==> src/rtl/down_counter_timer_pkg.sv <==
// Shared types and helpers for the down-counter/timer.
package down_counter_timer_pkg;

  typedef enum logic [1:0] {
    ST_IDLE   = 2'd0,
    ST_RUN    = 2'd1,
    ST_PAUSED = 2'd2
  } state_e;

  // Prescaler counter width: enough bits for PRESCALE-1, never less than one.
  function automatic int unsigned prescale_width(input int unsigned prescale);
    return (prescale > 1) ? $clog2(prescale) : 1;
  endfunction

endpackage

==> src/rtl/down_counter_timer_tick_gen.sv <==
// Prescaler: asserts tick on every PRESCALE-th enabled cycle.
module down_counter_timer_tick_gen
  import down_counter_timer_pkg::*;
#(
  parameter int unsigned PRESCALE = 1
) (
  input  logic clk,
  input  logic rst,
  input  logic en,
  input  logic clr,
  output logic tick
);

  localparam int unsigned CW = prescale_width(PRESCALE);
  localparam logic [CW-1:0] LAST = CW'(PRESCALE - 1);

  logic [CW-1:0] cnt;

  // With PRESCALE==1 the counter sits at zero, so tick follows en directly.
  assign tick = en && (cnt == LAST);

  // Phase counter; holds while disabled so a pause freezes the phase.
  always_ff @(posedge clk) begin
    if (!rst) begin
      cnt <= '0;
    end else if (clr) begin
      cnt <= '0;
    end else if (en) begin
      cnt <= (cnt == LAST) ? '0 : cnt + CW'(1);
    end
  end

endmodule

==> src/rtl/down_counter_timer.sv <==
// Loadable down-counter/timer with pause, done pulse and optional auto-reload.
module down_counter_timer
  import down_counter_timer_pkg::*;
#(
  parameter int unsigned WIDTH    = 4,
  parameter int unsigned PRESCALE = 1
) (
  input  logic             clk,
  input  logic             rst,
  input  logic             load,
  input  logic [WIDTH-1:0] load_val,
  input  logic             start,
  input  logic             pause,
  input  logic             auto_reload,
  output logic [WIDTH-1:0] count,
  output logic             busy,
  output logic             done
);

  state_e           state;
  state_e           state_n;
  logic [WIDTH-1:0] reload_reg;
  logic [WIDTH-1:0] reload_n;
  logic [WIDTH-1:0] count_n;
  logic             busy_n;
  logic             done_n;
  logic             active;
  logic             tick;
  logic             tick_en;
  logic             tick_clr;

  // Prescaler advances only while counting; it restarts from zero outside a run.
  assign active   = (state == ST_RUN) || (state == ST_PAUSED);
  assign tick_en  = active && !pause && !load;
  assign tick_clr = load || !active;

  down_counter_timer_tick_gen #(
    .PRESCALE(PRESCALE)
  ) u_tick_gen (
    .clk (clk),
    .rst (rst),
    .en  (tick_en),
    .clr (tick_clr),
    .tick(tick)
  );

  // Next-state, count and done decode; load outranks pause, pause outranks start/tick.
  always_comb begin
    state_n  = state;
    count_n  = count;
    reload_n = reload_reg;
    done_n   = 1'b0;
    if (load) begin
      count_n  = load_val;
      reload_n = load_val;
      state_n  = ST_IDLE;
    end else begin
      case (state)
        ST_IDLE: begin
          if (!pause && start && (count != '0)) begin
            state_n = ST_RUN;
          end
        end
        ST_RUN, ST_PAUSED: begin
          if (pause) begin
            state_n = ST_PAUSED;
          end else begin
            // Releasing pause counts on that same edge, so a pause costs exactly its length.
            state_n = ST_RUN;
            if (tick) begin
              if (count == WIDTH'(1)) begin
                done_n = 1'b1;
                if (auto_reload) begin
                  count_n = reload_reg;
                end else begin
                  count_n = '0;
                  state_n = ST_IDLE;
                end
              end else if (count != '0) begin
                count_n = count - WIDTH'(1);
              end
            end
          end
        end
        default: state_n = ST_IDLE;
      endcase
    end
    busy_n = (state_n != ST_IDLE);
  end

  // State and output registers.
  always_ff @(posedge clk) begin
    if (!rst) begin
      state      <= ST_IDLE;
      count      <= '0;
      reload_reg <= '0;
      busy       <= 1'b0;
      done       <= 1'b0;
    end else begin
      state      <= state_n;
      count      <= count_n;
      reload_reg <= reload_n;
      busy       <= busy_n;
      done       <= done_n;
    end
  end

endmodule

==> config.mk <==
export PLATFORM = sky130hd
export DESIGN_NAME = down_counter_timer
export DESIGN_NICKNAME = d
export VERILOG_FILES = /design/src/rtl/down_counter_timer_pkg.sv /design/src/rtl/down_counter_timer_tick_gen.sv /design/src/rtl/down_counter_timer.sv
export SDC_FILE = /design/constraint.sdc
export NUM_CORES = 1
export LEC_CHECK = 0
export ABC_AREA = 1
export CORE_MARGIN = 2
export CORE_UTILIZATION = 30
export DETAILED_ROUTE_END_ITERATION = 8
export SYNTH_ARGS = -nofsm -noshare
export SYNTH_HDL_FRONTEND = slang
export SYNTH_SLANG_ARGS = --single-unit
==> constraint.sdc <==
create_clock -name clk -period 1.7 [get_ports clk]
set_input_delay 0.34 -clock clk [delete_from_list [all_inputs] [get_ports clk]]
set_output_delay 0.34 -clock clk [all_outputs]
set_load 0.005 [all_outputs]
# == After elaboration in Yosys (flattened, before gate mapping) ==
# Index checks and enable logic that the tools add are counted.
# Widths: inputs -> output; s select.
# totals
input_bits,10
reg_bits,13
# classes
eq_ne,4
muxes,16
reduce_logical,20
n_bitwise,4
add_sub_neg,2
# op_table
op,n
$mux 4,7
$mux 2,3
$reduce_bool 2->1,3
$logic_and 1x1->1,5
$mux 1,5
$reduce_or 5->1,1
$eq 4x1->1 const B,1
$not 1->1,4
$pmux 2 s2,1
$reduce_and 4->1,1
$reduce_bool 4->1,1
$reduce_or 2->1,2
$sub 4x1->4 const B,1
$logic_not 1->1,3
$reduce_bool 3->1,1
$eq 2x1->1 const B,1
$eq 2x2->1 const B,1
$logic_not 2->1,1
$logic_or 1x1->1,2
$ne 2x2->1 const B,1
$add 1x1->1 const B,1

# == Logic depth before layout (Yosys ltp) ==
# logic_depth
word_depth,10
mapped_depth,10
depth_no_buf,10

# == Modules after synthesis ==
# Synthesis repeated with hierarchy kept, for this count alone.
# hier_totals
hier_cells,119
area_unflattened_um2,762.0
# by_module_without_submodules
module,n_inst,area_per_inst_um2,seq_area_each_um2,cells_per_inst
down_counter_timer,1,754.5,240.2,118
down_counter_timer_tick_gen,1,7.5,0.0,1

# == Least setup slack after synthesis ==
# Ideal clock, no wire load.
# synth_timing
path_type,register to register
from,reg state[1]
to,reg count[2]
setup_slack_ns,0.381
stages_incl_launch_ff,10
arrival_time_ns,1.202
period_less_slack_ns,1.319
n_path_buf,0
path_cell_list,dfxtp_1 -> inv_1 -> ha_1 -> inv_1 -> nor2_1 -> nand2_2 -> nand2_4 -> nand2_1 -> a21oi_1 -> nor2_1
# synth_via
elab_chain_cells,7
# synth_rtl
item,line_no,text
start: declaration,down_counter_timer.sv:20,state_e state;
start signal: assignment,down_counter_timer.sv:100,state <= state_n;
$eq 2x1->1 or $eq 2x2->1 (tied branches),"down_counter_timer.sv:33, down_counter_timer.sv:58",
$logic_or 1x1->1,down_counter_timer.sv:33,assign active = (state == ST_RUN) || (state == ST_PAUSED);
$logic_and 1x1->1 (2 in a row),down_counter_timer.sv:34,assign tick_en = active && !pause && !load;
$logic_and 1x1->1,down_counter_timer_tick_gen.sv:20,assign tick = en && (cnt == LAST);
$reduce_bool 2->1 (no source line),-,
$reduce_and 4->1 (no source line) *,-,
end signal: assignment,down_counter_timer.sv:101,count <= count_n;
end: declaration,down_counter_timer.sv:15,"output logic [WIDTH-1:0] count,"
# Every way passes the cells marked *; elsewhere a longest branch is shown, timed or not.
# A chain may end at the register's enable or synchronous reset.

# == Final worst setup path ==
# layout_timing
from,reg count[2]
to,out count[2]
# No word-level cell between the ends.

==> out/qor.txt <==
Worst path arrival time -> 1300 ps
Layout cells sized above 1 -> 10.8%
Final Hold Fails -> 0
Routed Antenna Nets -> 0
Relative slew slack -> 80.4%
Worst EP required -> 1360 ps
DIE WIDTH -> 52.2 um
Yosys warns -> 0
Initial core utilization -> 31.5%
Leakage -> 0.451 nW
Num CTS Buffers -> 3
Final hold slack -> 467 ps
Sink Count -> 12
Global-route wire length before repair -> 2.70 mm
Top-area cell type share of the netlist area -> 34.5%
1st-iter DRT viols -> 6
Global Route Usage Sum -> 13.4%
P_sw -> 0.000201 W
Port-buffer cells -> 15
Pint -> 0.000509 W
Area Overhead vs Synth -> 32.9%
Die ar. -> 2720 um2
Slew Limit Fails -> 0
Initial antenna violation count -> 0
Dpl hpwl -> 1.19 mm
RSZ-0062 raised after global routing -> no
Largest net degree at the start of global routing -> 8
Worst path bufs/invs -> 1
Area contributors post-synth -> dfxtp_1, nand2_1, inv_1
Final net count -> 136
H-tree lvl count -> 1
Post-synthesis sequential area ratio -> 34.5%
CP endpoint kind -> output port
Startpoint Class -> flip-flop
CTS Buffer Depth -> 2
Worst skew pair latency -> 280 ps
CTS-repair resized insts -> 0
RePlAce Congestion -> 0.839
CTS tree -> done
IO Pins -> 16
Placed insts -> 144
Worst Skew -> 6.34 ps
Status -> complete, no violations
Core Area -> 2210 um2
DR WL/cell -> 10.1 um
Post-CTS setup buffer count -> 0
Seq pwr share -> 44.2%
Post-Layout Cell Count -> 148
Gr ovfl total -> 0
Num rows -> 17
CTS clk-pin slew, worst paths -> 80 ps
Pwr/cell area -> 766 nW/um2
Sw Ratio -> 28.3%
Seq cells post-synth -> 12
Critical path class -> flip-flop to output port
Clk pwr share -> 32.7%
Maximum vdd drop -> 401 uV
Diode count -> 0
Combinational share of power -> 23.1%
Final TNS setup -> 0 ps
Worst path top cell family by delay -> buffers and inverters
Vias in the first global route -> 653
Hold_buf cts -> 0
Fin crit share -> 96.5%
Most frequent cells in the layout -> nand2_1, inv_1, clkdlybuf4s50_1
Synthesized area -> 697 um2
Synth Area per Inst -> 6.97 um2
Slowest CP cell -> clkdlybuf4s50_1
Dominant cell type by area after synthesis -> dfxtp_1
Count of TritonRoute iterations in the first routing pass -> 4
Period minus WS final -> 1640 ps
Die Ht -> 52.2 um
Post-Syn Instances -> 100
Worst hold path type -> flip-flop to flip-flop
Worst Path Max Fanout -> 5
Via count -> 669
Via density -> 4.52
Root Buffer -> clkbuf_4
Synth cell types -> 19
Drt drc -> 0
Worst-Margin Slew -> 293 ps
Most common cell after layout, fill and taps aside -> nand2_1
Max Freq -> 609 MHz
Worst-path cell chain -> clkdlybuf4s50_1
Setup violations, final -> 0
Max-Cap Viols -> 0
Syn_nets -> 115
Worst path max stage delay -> 560 ps
Routed wire length -> 1.50 mm
synth_stat cells, drive strengths merged:
| library cell | count |
|---|---|
| a21oi | 4 |
| o22ai | 1 |
| nand3 | 12 |
| xnor2 | 1 |
| ha | 5 |
| dfxtp | 12 |
| nand4 | 1 |
| o21ai | 6 |
| nand2 | 29 |
| nor2 | 7 |
| nand3b | 2 |
| inv | 19 |
| nor4 | 1 |
worst min-delay path, cell delays in order (launching register included):
cell	delay [ps]
dfxtp_1	320
nand2_1	60
nand2_1	40
power by group through the flow:
stage	registers (W)	clock network (W)	logic, W
after floorplan	0.000319	0	0.0000965
after global placement	0.000321	0	0.000165
after detailed placement	0.000320	0	0.000164
after CTS	0.000314	0.000239	0.000166
after global routing	0.000317	0.000252	0.000185
final	0.000314	0.000232	0.000164
cells by family after synthesis:
group	synth area share (%)
compound gates	8.08
xor+xnor	1.26
fa+ha+maj	8.98
buf+inv	10.2
flops	34.5
simple gates	37.0
area by class of cell:
type                    count  area (um2)
clock buffers               4        36.3
fillers                   234        1290
flip-flops and latches     12         240
inverters                  19        71.3
well taps                  28        35.0
multi-input cells          69         385
repair buffers             16         158
path summary, 6_finish.rpt:
path | from | endpoint | slack (ps) | cells after the start
max | count[2] | count[2] | 60 | 1
min | reload_reg[1] | reload_reg[1] | 470 | 2
max reg2reg | state[1] | count[2] | 190 | 9
min reg2reg | reload_reg[1] | reload_reg[1] | 470 | 2
per-layer routing:
layer | up-vias | track usage (%) | routed length [um]
met4 | 0 | 6.41 | 14
met5 | - | 0 | 0
li1 | 356 | - | -
met1 | 296 | 17.2 | 732
met3 | 2 | 3.71 | 70
met2 | 15 | 20.5 | 677
metrics by stage:
stage / total power, W / setup slack (ps) / area, um2 / utilization [%]
2_1_floorplan: 0.000415 / 381 / 697 / -
6_report: 0.000710 / 59.1 / 926 / 41.9
3_5_place_dp: 0.000485 / 86.6 / 890 / 40.2
5_1_grt: 0.000754 / 25.3 / 926 / 41.9
4_1_cts: 0.000719 / 53.5 / 926 / 41.9
3_3_place_gp: 0.000485 / 105 / 890 / 40.2
(Power assumes the default switching activity.)
